==> config.mk <==
export PLATFORM = sky130hd
export DESIGN_NAME = pet_vidcap
export DESIGN_NICKNAME = d
export VERILOG_FILES = /design/src/rtl/pet_vidcap_pkg.sv /design/src/rtl/pet_vidcap_deser.sv /design/src/rtl/pet_vidcap.sv
export SDC_FILE = /design/constraint.sdc
export NUM_CORES = 1
export LEC_CHECK = 0
export ABC_CLOCK_PERIOD_IN_PS = 4500
export CORE_ASPECT_RATIO = 1.5
export CORE_UTILIZATION = 56
export DETAILED_ROUTE_END_ITERATION = 8
export PLACE_DENSITY = 0.78
export SYNTH_ARGS = -nofsm -noshare
export SYNTH_HDL_FRONTEND = slang
export SYNTH_HIERARCHICAL = 1
export SYNTH_SLANG_ARGS = --single-unit
==> constraint.sdc <==
create_clock -name clk -period 4.5 [get_ports clk]
set_input_delay 0.675 -clock clk [delete_from_list [all_inputs] [get_ports clk]]
set_output_delay 0.675 -clock clk [all_outputs]
set_load 0.01 [all_outputs]
==> src/rtl/pet_vidcap_pkg.sv <==
// Shared types and constants for the PET video capture receiver.
package pet_vidcap_pkg;

    typedef enum logic [1:0] {
        SEARCH,
        ARMED,
        ACTIVE
    } vc_state_e;

    localparam int PET_VID_BYTES_PER_LINE = 40;
    localparam int PET_VID_AW             = 13;
    localparam int PET_VID_PXW            = 10;
    localparam int PET_VID_LNW            = 9;

    function automatic logic [PET_VID_PXW-1:0] px_inc(
        input logic [PET_VID_PXW-1:0] v
    );
        return (&v) ? v : v + 1'b1;
    endfunction

    function automatic logic [PET_VID_LNW-1:0] ln_inc(
        input logic [PET_VID_LNW-1:0] v
    );
        return (&v) ? v : v + 1'b1;
    endfunction

endpackage

==> src/rtl/pet_vidcap_deser.sv <==
// MSB-first pixel deserialiser: 8 shifts produce one registered byte strobe.
module pet_vidcap_deser (
    input  logic       clk,
    input  logic       reset_n,
    input  logic       shift_en,
    input  logic       flush,
    input  logic       bit_in,
    output logic       byte_vld,
    output logic [7:0] byte_out
);

    logic [6:0] sr_q, sr_d;
    logic [2:0] cnt_q, cnt_d;
    logic       vld_q, vld_d;
    logic [7:0] byte_q, byte_d;

    always_comb begin
        sr_d   = sr_q;
        cnt_d  = cnt_q;
        vld_d  = 1'b0;
        byte_d = byte_q;
        if (flush) begin
            sr_d  = '0;
            cnt_d = '0;
        end else if (shift_en) begin
            sr_d  = {sr_q[5:0], bit_in};
            cnt_d = cnt_q + 3'd1;
            if (cnt_q == 3'd7) begin
                vld_d  = 1'b1;
                byte_d = {sr_q, bit_in};
            end
        end
    end

    always_ff @(posedge clk) begin
        if (!reset_n) begin
            sr_q   <= '0;
            cnt_q  <= '0;
            vld_q  <= 1'b0;
            byte_q <= '0;
        end else begin
            sr_q   <= sr_d;
            cnt_q  <= cnt_d;
            vld_q  <= vld_d;
            byte_q <= byte_d;
        end
    end

    assign byte_vld = vld_q;
    assign byte_out = byte_q;

endmodule

==> src/rtl/pet_vidcap.sv <==
// PET video capture: drive-edge tracking, frame FSM, frame-buffer byte writes.
// Optional line/error statistics are enabled with PET_VIDCAP_STATS_EN.
module pet_vidcap
    import pet_vidcap_pkg::*;
#(
    parameter int H_BACKPORCH = 40,
    parameter int V_BACKPORCH = 20,
    parameter int ACTIVE_W    = PET_VID_BYTES_PER_LINE * 8,
    parameter int ACTIVE_H    = 200
) (
    input  logic        clk,
    input  logic        reset_n,
    input  logic        pix_en,
    input  logic        video,
    input  logic        horz_drive,
    input  logic        vert_drive,
    output logic        wr_en,
    output logic [12:0] wr_addr,
    output logic [7:0]  wr_data,
    output logic        frame_done,
    output logic        frame_err,
    output logic        locked,
    output logic [9:0]  line_len,
    output logic [7:0]  err_cnt
);

    localparam int BPL = ACTIVE_W / 8;

    vc_state_e              state_q, state_d;
    logic                   h_prev_q, h_prev_d;
    logic                   v_prev_q, v_prev_d;
    logic [PET_VID_PXW-1:0] px_q, px_d;
    logic [PET_VID_LNW-1:0] ln_q, ln_d;
    logic [PET_VID_AW-1:0]  addr_q, addr_d;
    logic                   locked_q, locked_d;
    logic                   done_q, done_d;
    logic                   err_q, err_d;

    logic                   h_fall, v_fall;
    logic                   cap, byte_end;
    logic [PET_VID_PXW-1:0] pix_idx, rel;
    logic [PET_VID_LNW-1:0] aline;
    logic [PET_VID_AW-1:0]  line_base;

    assign h_fall  = pix_en & h_prev_q & ~horz_drive;
    assign v_fall  = pix_en & v_prev_q & ~vert_drive;
    // Index of the pixel carried by this sample; the h_fall sample is pixel 0.
    assign pix_idx = h_fall ? '0 : px_inc(px_q);
    assign rel     = pix_idx - PET_VID_PXW'(H_BACKPORCH);
    assign aline   = ln_q - PET_VID_LNW'(V_BACKPORCH);

    assign cap = pix_en && (state_q == ACTIVE) && !v_fall && !h_fall
              && (int'(pix_idx) >= H_BACKPORCH)
              && (int'(pix_idx) < H_BACKPORCH + ACTIVE_W)
              && (int'(aline) < ACTIVE_H);

    assign byte_end  = cap && (rel[2:0] == 3'b111);
    assign line_base = PET_VID_AW'(aline) * PET_VID_AW'(BPL);

    always_comb begin
        state_d  = state_q;
        locked_d = locked_q;
        err_d    = 1'b0;
        h_prev_d = pix_en ? horz_drive : h_prev_q;
        v_prev_d = pix_en ? vert_drive : v_prev_q;
        px_d     = pix_en ? pix_idx : px_q;
        ln_d     = ln_q;
        addr_d   = addr_q;
        done_d   = byte_end
                && (aline == PET_VID_LNW'(ACTIVE_H - 1))
                && (rel == PET_VID_PXW'(ACTIVE_W - 1));

        if (v_fall) begin
            ln_d = '0;
        end else if (h_fall) begin
            ln_d = ln_inc(ln_q);
        end

        if (byte_end) begin
            addr_d = line_base + PET_VID_AW'(rel[PET_VID_PXW-1:3]);
        end

        unique case (state_q)
            SEARCH: begin
                if (v_fall) state_d = ARMED;
            end
            ARMED: begin
                if (h_fall && !v_fall && ln_d == PET_VID_LNW'(V_BACKPORCH)) begin
                    state_d = ACTIVE;
                end
            end
            ACTIVE: begin
                if (v_fall) begin
                    state_d  = ARMED;
                    err_d    = 1'b1;
                    locked_d = 1'b0;
                end else if (done_d) begin
                    state_d  = SEARCH;
                    locked_d = 1'b1;
                end
            end
            default: state_d = SEARCH;
        endcase
    end

    always_ff @(posedge clk) begin
        if (!reset_n) begin
            state_q  <= SEARCH;
            h_prev_q <= 1'b1;
            v_prev_q <= 1'b1;
            px_q     <= '0;
            ln_q     <= '0;
            addr_q   <= '0;
            locked_q <= 1'b0;
            done_q   <= 1'b0;
            err_q    <= 1'b0;
        end else begin
            state_q  <= state_d;
            h_prev_q <= h_prev_d;
            v_prev_q <= v_prev_d;
            px_q     <= px_d;
            ln_q     <= ln_d;
            addr_q   <= addr_d;
            locked_q <= locked_d;
            done_q   <= done_d;
            err_q    <= err_d;
        end
    end

    pet_vidcap_deser u_deser (
        .clk      (clk),
        .reset_n  (reset_n),
        .shift_en (cap),
        .flush    (h_fall | v_fall | (state_q != ACTIVE)),
        .bit_in   (video),
        .byte_vld (wr_en),
        .byte_out (wr_data)
    );

    assign wr_addr    = addr_q;
    assign frame_done = done_q;
    assign frame_err  = err_q;
    assign locked     = locked_q;

`ifdef PET_VIDCAP_STATS_EN
    logic [9:0] len_q, len_d;
    logic [7:0] ecnt_q, ecnt_d;

    always_comb begin
        len_d  = h_fall ? px_inc(px_q) : len_q;
        ecnt_d = (err_d && ecnt_q != 8'hFF) ? ecnt_q + 8'd1 : ecnt_q;
    end

    always_ff @(posedge clk) begin
        if (!reset_n) begin
            len_q  <= '0;
            ecnt_q <= '0;
        end else begin
            len_q  <= len_d;
            ecnt_q <= ecnt_d;
        end
    end

    assign line_len = len_q;
    assign err_cnt  = ecnt_q;
`else
    assign line_len = '0;
    assign err_cnt  = '0;
`endif

endmodule

==> results.md <==
- Outcome: finished, final reports clean
- Final Setup Violations: 0
- Arr. time, crit path: 4.14 ns
- Synth-to-layout area growth: 12.4%
- DRT iter0 DRCs: 164
- Ys async rst share: 0%
- Gr usage total: 23.1%
- Most used DFF post-synth: dfxtp_1
- Final TNS setup: 0 ns
- R2R cell count: 17
- Buffers on Ports: 30
- Top post-synthesis cells by area: dfxtp_1, ha_1, mux2i_1
- Cell-internal power: 922 µW
- Psw: 289 µW
- Fin nets: 496
- Clk buf depth: 2
- Final WS setup: 0.619 ns
- Ys Warns: 6
- CTS sink count: 58
- Clk root buf: clkbuf_8
- Initial antenna violation count: 0
- Headroom to the max-slew limit: 39.0%
- Critical Path RT: 4.76 ns
- Post-CTS setup buffers: 0
- Number of gates resized after cts: 0
- Comb power frac: 7.1%
- Skew final: between 0.005 and 0.006 ns
- Cells after synthesis: 439
- FF-to-FF End: wr_addr[11]
- Critical path peak fanout: 10
- Mean Syn Cell Area: between 8 and 9 µm²
- Crit Path Category: flip-flop to flip-flop
- Tmin final: 3.88 ns
- Synth Cell Area: 0.00384 mm²
- CTS Buf Count: 9
- Max Fclk: ~0.26 GHz
- Hold WC Path Type: flip-flop to flip-flop
- Row count: 36
- TritonCTS clock tree: done
- Hold_ws: 0.458 ns
- Post-DP HPWL: 6040 µm
- Post-route ant nets: 0
- Distinct cells, synth: 69
- Die W: 69.6 µm
- Vias post-DR: 3,144
- Post-route DRC: 0
- Worst Setup End Kind: flip-flop
- Clock Pin Slew Worst Setup and Hold Paths: 0.07 ns
- Avg WL per Cell: about 15 µm
- Clk pwr share: 49.7%
- Worst reg-to-reg setup slack: 0.62 ns
- Core area: about 0.0066 mm²
- Synth Register Bits: 58
- H-tree Lvls: 3
- Post-synth EDFFs: 0
- Max VDD drop: 0.177 mV
- IO Pins: 49
- R2r startpoint: px_q[0]
- PwrDens: 280 mW/mm²
- Sequential area share after synthesis: a little under a third
- # Max-Cap Violations: 0
- Cell count after placement: 527
- First-pass GRT wire length: 13,200 µm
- Average via count per standard cell: 5.79
- Final worst path period share: 86.2%
- Pleak: roughly 1.7 nW
- Congestion Overflow GR: 0
- Worst setup path start: px_q[0]
- Critical path destination: wr_addr[11]
- Finished Core Util: around two thirds
- Largest area contributor in the netlist: dfxtp_1
- Routed wl met2: 4230 µm
- Hold-fix buffers, CTS: 0
- RSZ-0062 raised after global routing: no
- Final hold vios: 0
- Met1 WL: 3220 µm
- Synth top area share: 30.2%
- Initial Util: between 50 and 60%
- Skew-Pair Late Insertion Delay: about 0.35 ns
- Critical Path Start Type: flip-flop
- WL met3: 239 µm
- Die Ht: a little over 100 µm
- # diodes: 0
- Fraction of layout cells with a size suffix above 1: 9.42%
- Post-Place Worst Slack: around 0.32 ns
- First-pass detailed-route iteration total: 4
- Final wirelength: 7990 µm
- Number of global-route vias before repair: around 3,000
- Non-Filler Instances: 543
- Sequential power share: between 40% and 50%
- Cell with the most instances after synthesis: dfxtp_1
- Worst slew pin tran: slightly above 0.9 ns
- Final Max Slew Viols: 0
- Sw Share: a little under a quarter
- Synth top cells by count: dfxtp_1, nor2_1, nand2_1
- GPL Wtd Cong: about 0.9
- Die area: 0.00720 mm²
- Layout fillers: approximately 560
- Top routing layer used: met4
- Largest net degree at the start of global routing: 41
## routing by layer
metal,track usage (%),up-vias
li1,-,1564
met2,43.8,72
met3,4.46,27
met4,12.3,0
met1,24.3,1481
met5,0,-
## final cells by class
| type | instances | area (µm²) | area share, % |
|---|---|---|---|
| multi-input combinational | 343 | 2420 | 56.0 |
| sequential | 58 | 1160 | 26.9 |
| timing repair buffer | 35 | 338 | 7.82 |
| clock inverter | 7 | 125 | 2.90 |
| clock buffer | 9 | 124 | 2.87 |
| tap | 76 | 95.1 | 2.20 |
| inverter | 15 | 56.3 | 1.30 |
## power by group through the flow
stage	logic (mW)	registers, mW	clock network [mW]
3_5_place_dp	0.0851	0.535	0
6_report	0.0854	0.523	0.602
2_1_floorplan	0.0775	0.532	0
3_3_place_gp	0.0832	0.534	0
4_1_cts	0.0853	0.523	0.612
5_1_grt	0.0952	0.524	0.630
## layout by cell type (no fill, tap or decap), types with 18 or more instances in the layout
| cell type | synthesis | final |
|---|---|---|
| nand2_1 | 41 | 41 |
| dfxtp_1 | 58 | 58 |
| nor2_1 | 43 | 43 |
| mux2i_1 | 28 | 28 |
| ha_1 | 26 | 26 |
| xnor2_1 | 19 | 19 |
| clkdlybuf4s50_1 | 0 | 30 |
| nand3_1 | 26 | 26 |
| conb_1 | 1 | 18 |
## worst min path at each step
stage / startpoint / end / cells past startpoint
2_1_floorplan: u_deser/sr_q[6] / u_deser/byte_out[7] / 2
3_3_place_gp: u_deser/byte_out[3] / u_deser/byte_out[3] / 2
3_5_place_dp: u_deser/byte_out[6] / u_deser/byte_out[6] / 2
4_1_cts: u_deser/byte_out[6] / u_deser/byte_out[6] / 2
5_1_grt: u_deser/byte_out[6] / u_deser/byte_out[6] / 2
6_report: u_deser/byte_out[2] / u_deser/byte_out[2] / 2
## kinds of logic (layout without fill, tap and decap cells)
| group | Yosys count | after routing | share of synthesized area, % |
|---|---|---|---|
| flip-flops | 58 | 58 | 30.2 |
| adder cells (fa/ha/maj) | 28 | 28 | 9.51 |
| XOR/XNOR | 27 | 27 | 6.16 |
| multiplexers | 28 | 28 | 7.30 |
| other | 1 | 18 | 0.0976 |
| AO/OA/AOI/OAI | 73 | 73 | 14.7 |
| buffers and inverters | 55 | 66 | 8.57 |
| AND/OR/NAND/NOR | 169 | 169 | 23.5 |
## worst max-delay path: stages (launching register included)
cell and delay (ns):
dfxtp_1 0.51, ha_1 0.40, and3_1 0.29, o21ai_0 0.13, nor2_1 0.14, inv_1 0.10, a21oi_2 0.19, xnor2_1 0.22
ha_1 0.24, inv_1 0.05, fa_1 0.37, nor2b_1 0.21, o21a_1 0.13, nor2_1 0.05, nor3b_1 0.29, nand3_1 0.14
xor2_1 0.17, o31ai_2 0.16
## registers in the layout, indices dropped and copies added, names as in the netlist
signal            cells
ln_q                  9
h_prev_q              1
u_deser/cnt_q         3
u_deser/sr_q          7
locked                1
wr_addr              13
frame_done            1
u_deser/byte_out      8
v_prev_q              1
px_q                 10
state_q               2
u_deser/byte_vld      1
frame_err             1
## per-stage QoR
stage | power, mW | area [µm²]
final | 1.21 | 4320
after global routing | 1.25 | 4320
after CTS | 1.22 | 4320
after detailed placement | 0.620 | 4070
after global placement | 0.618 | 4070
after floorplan | 0.609 | 3910
(Power assumes the default switching activity.)
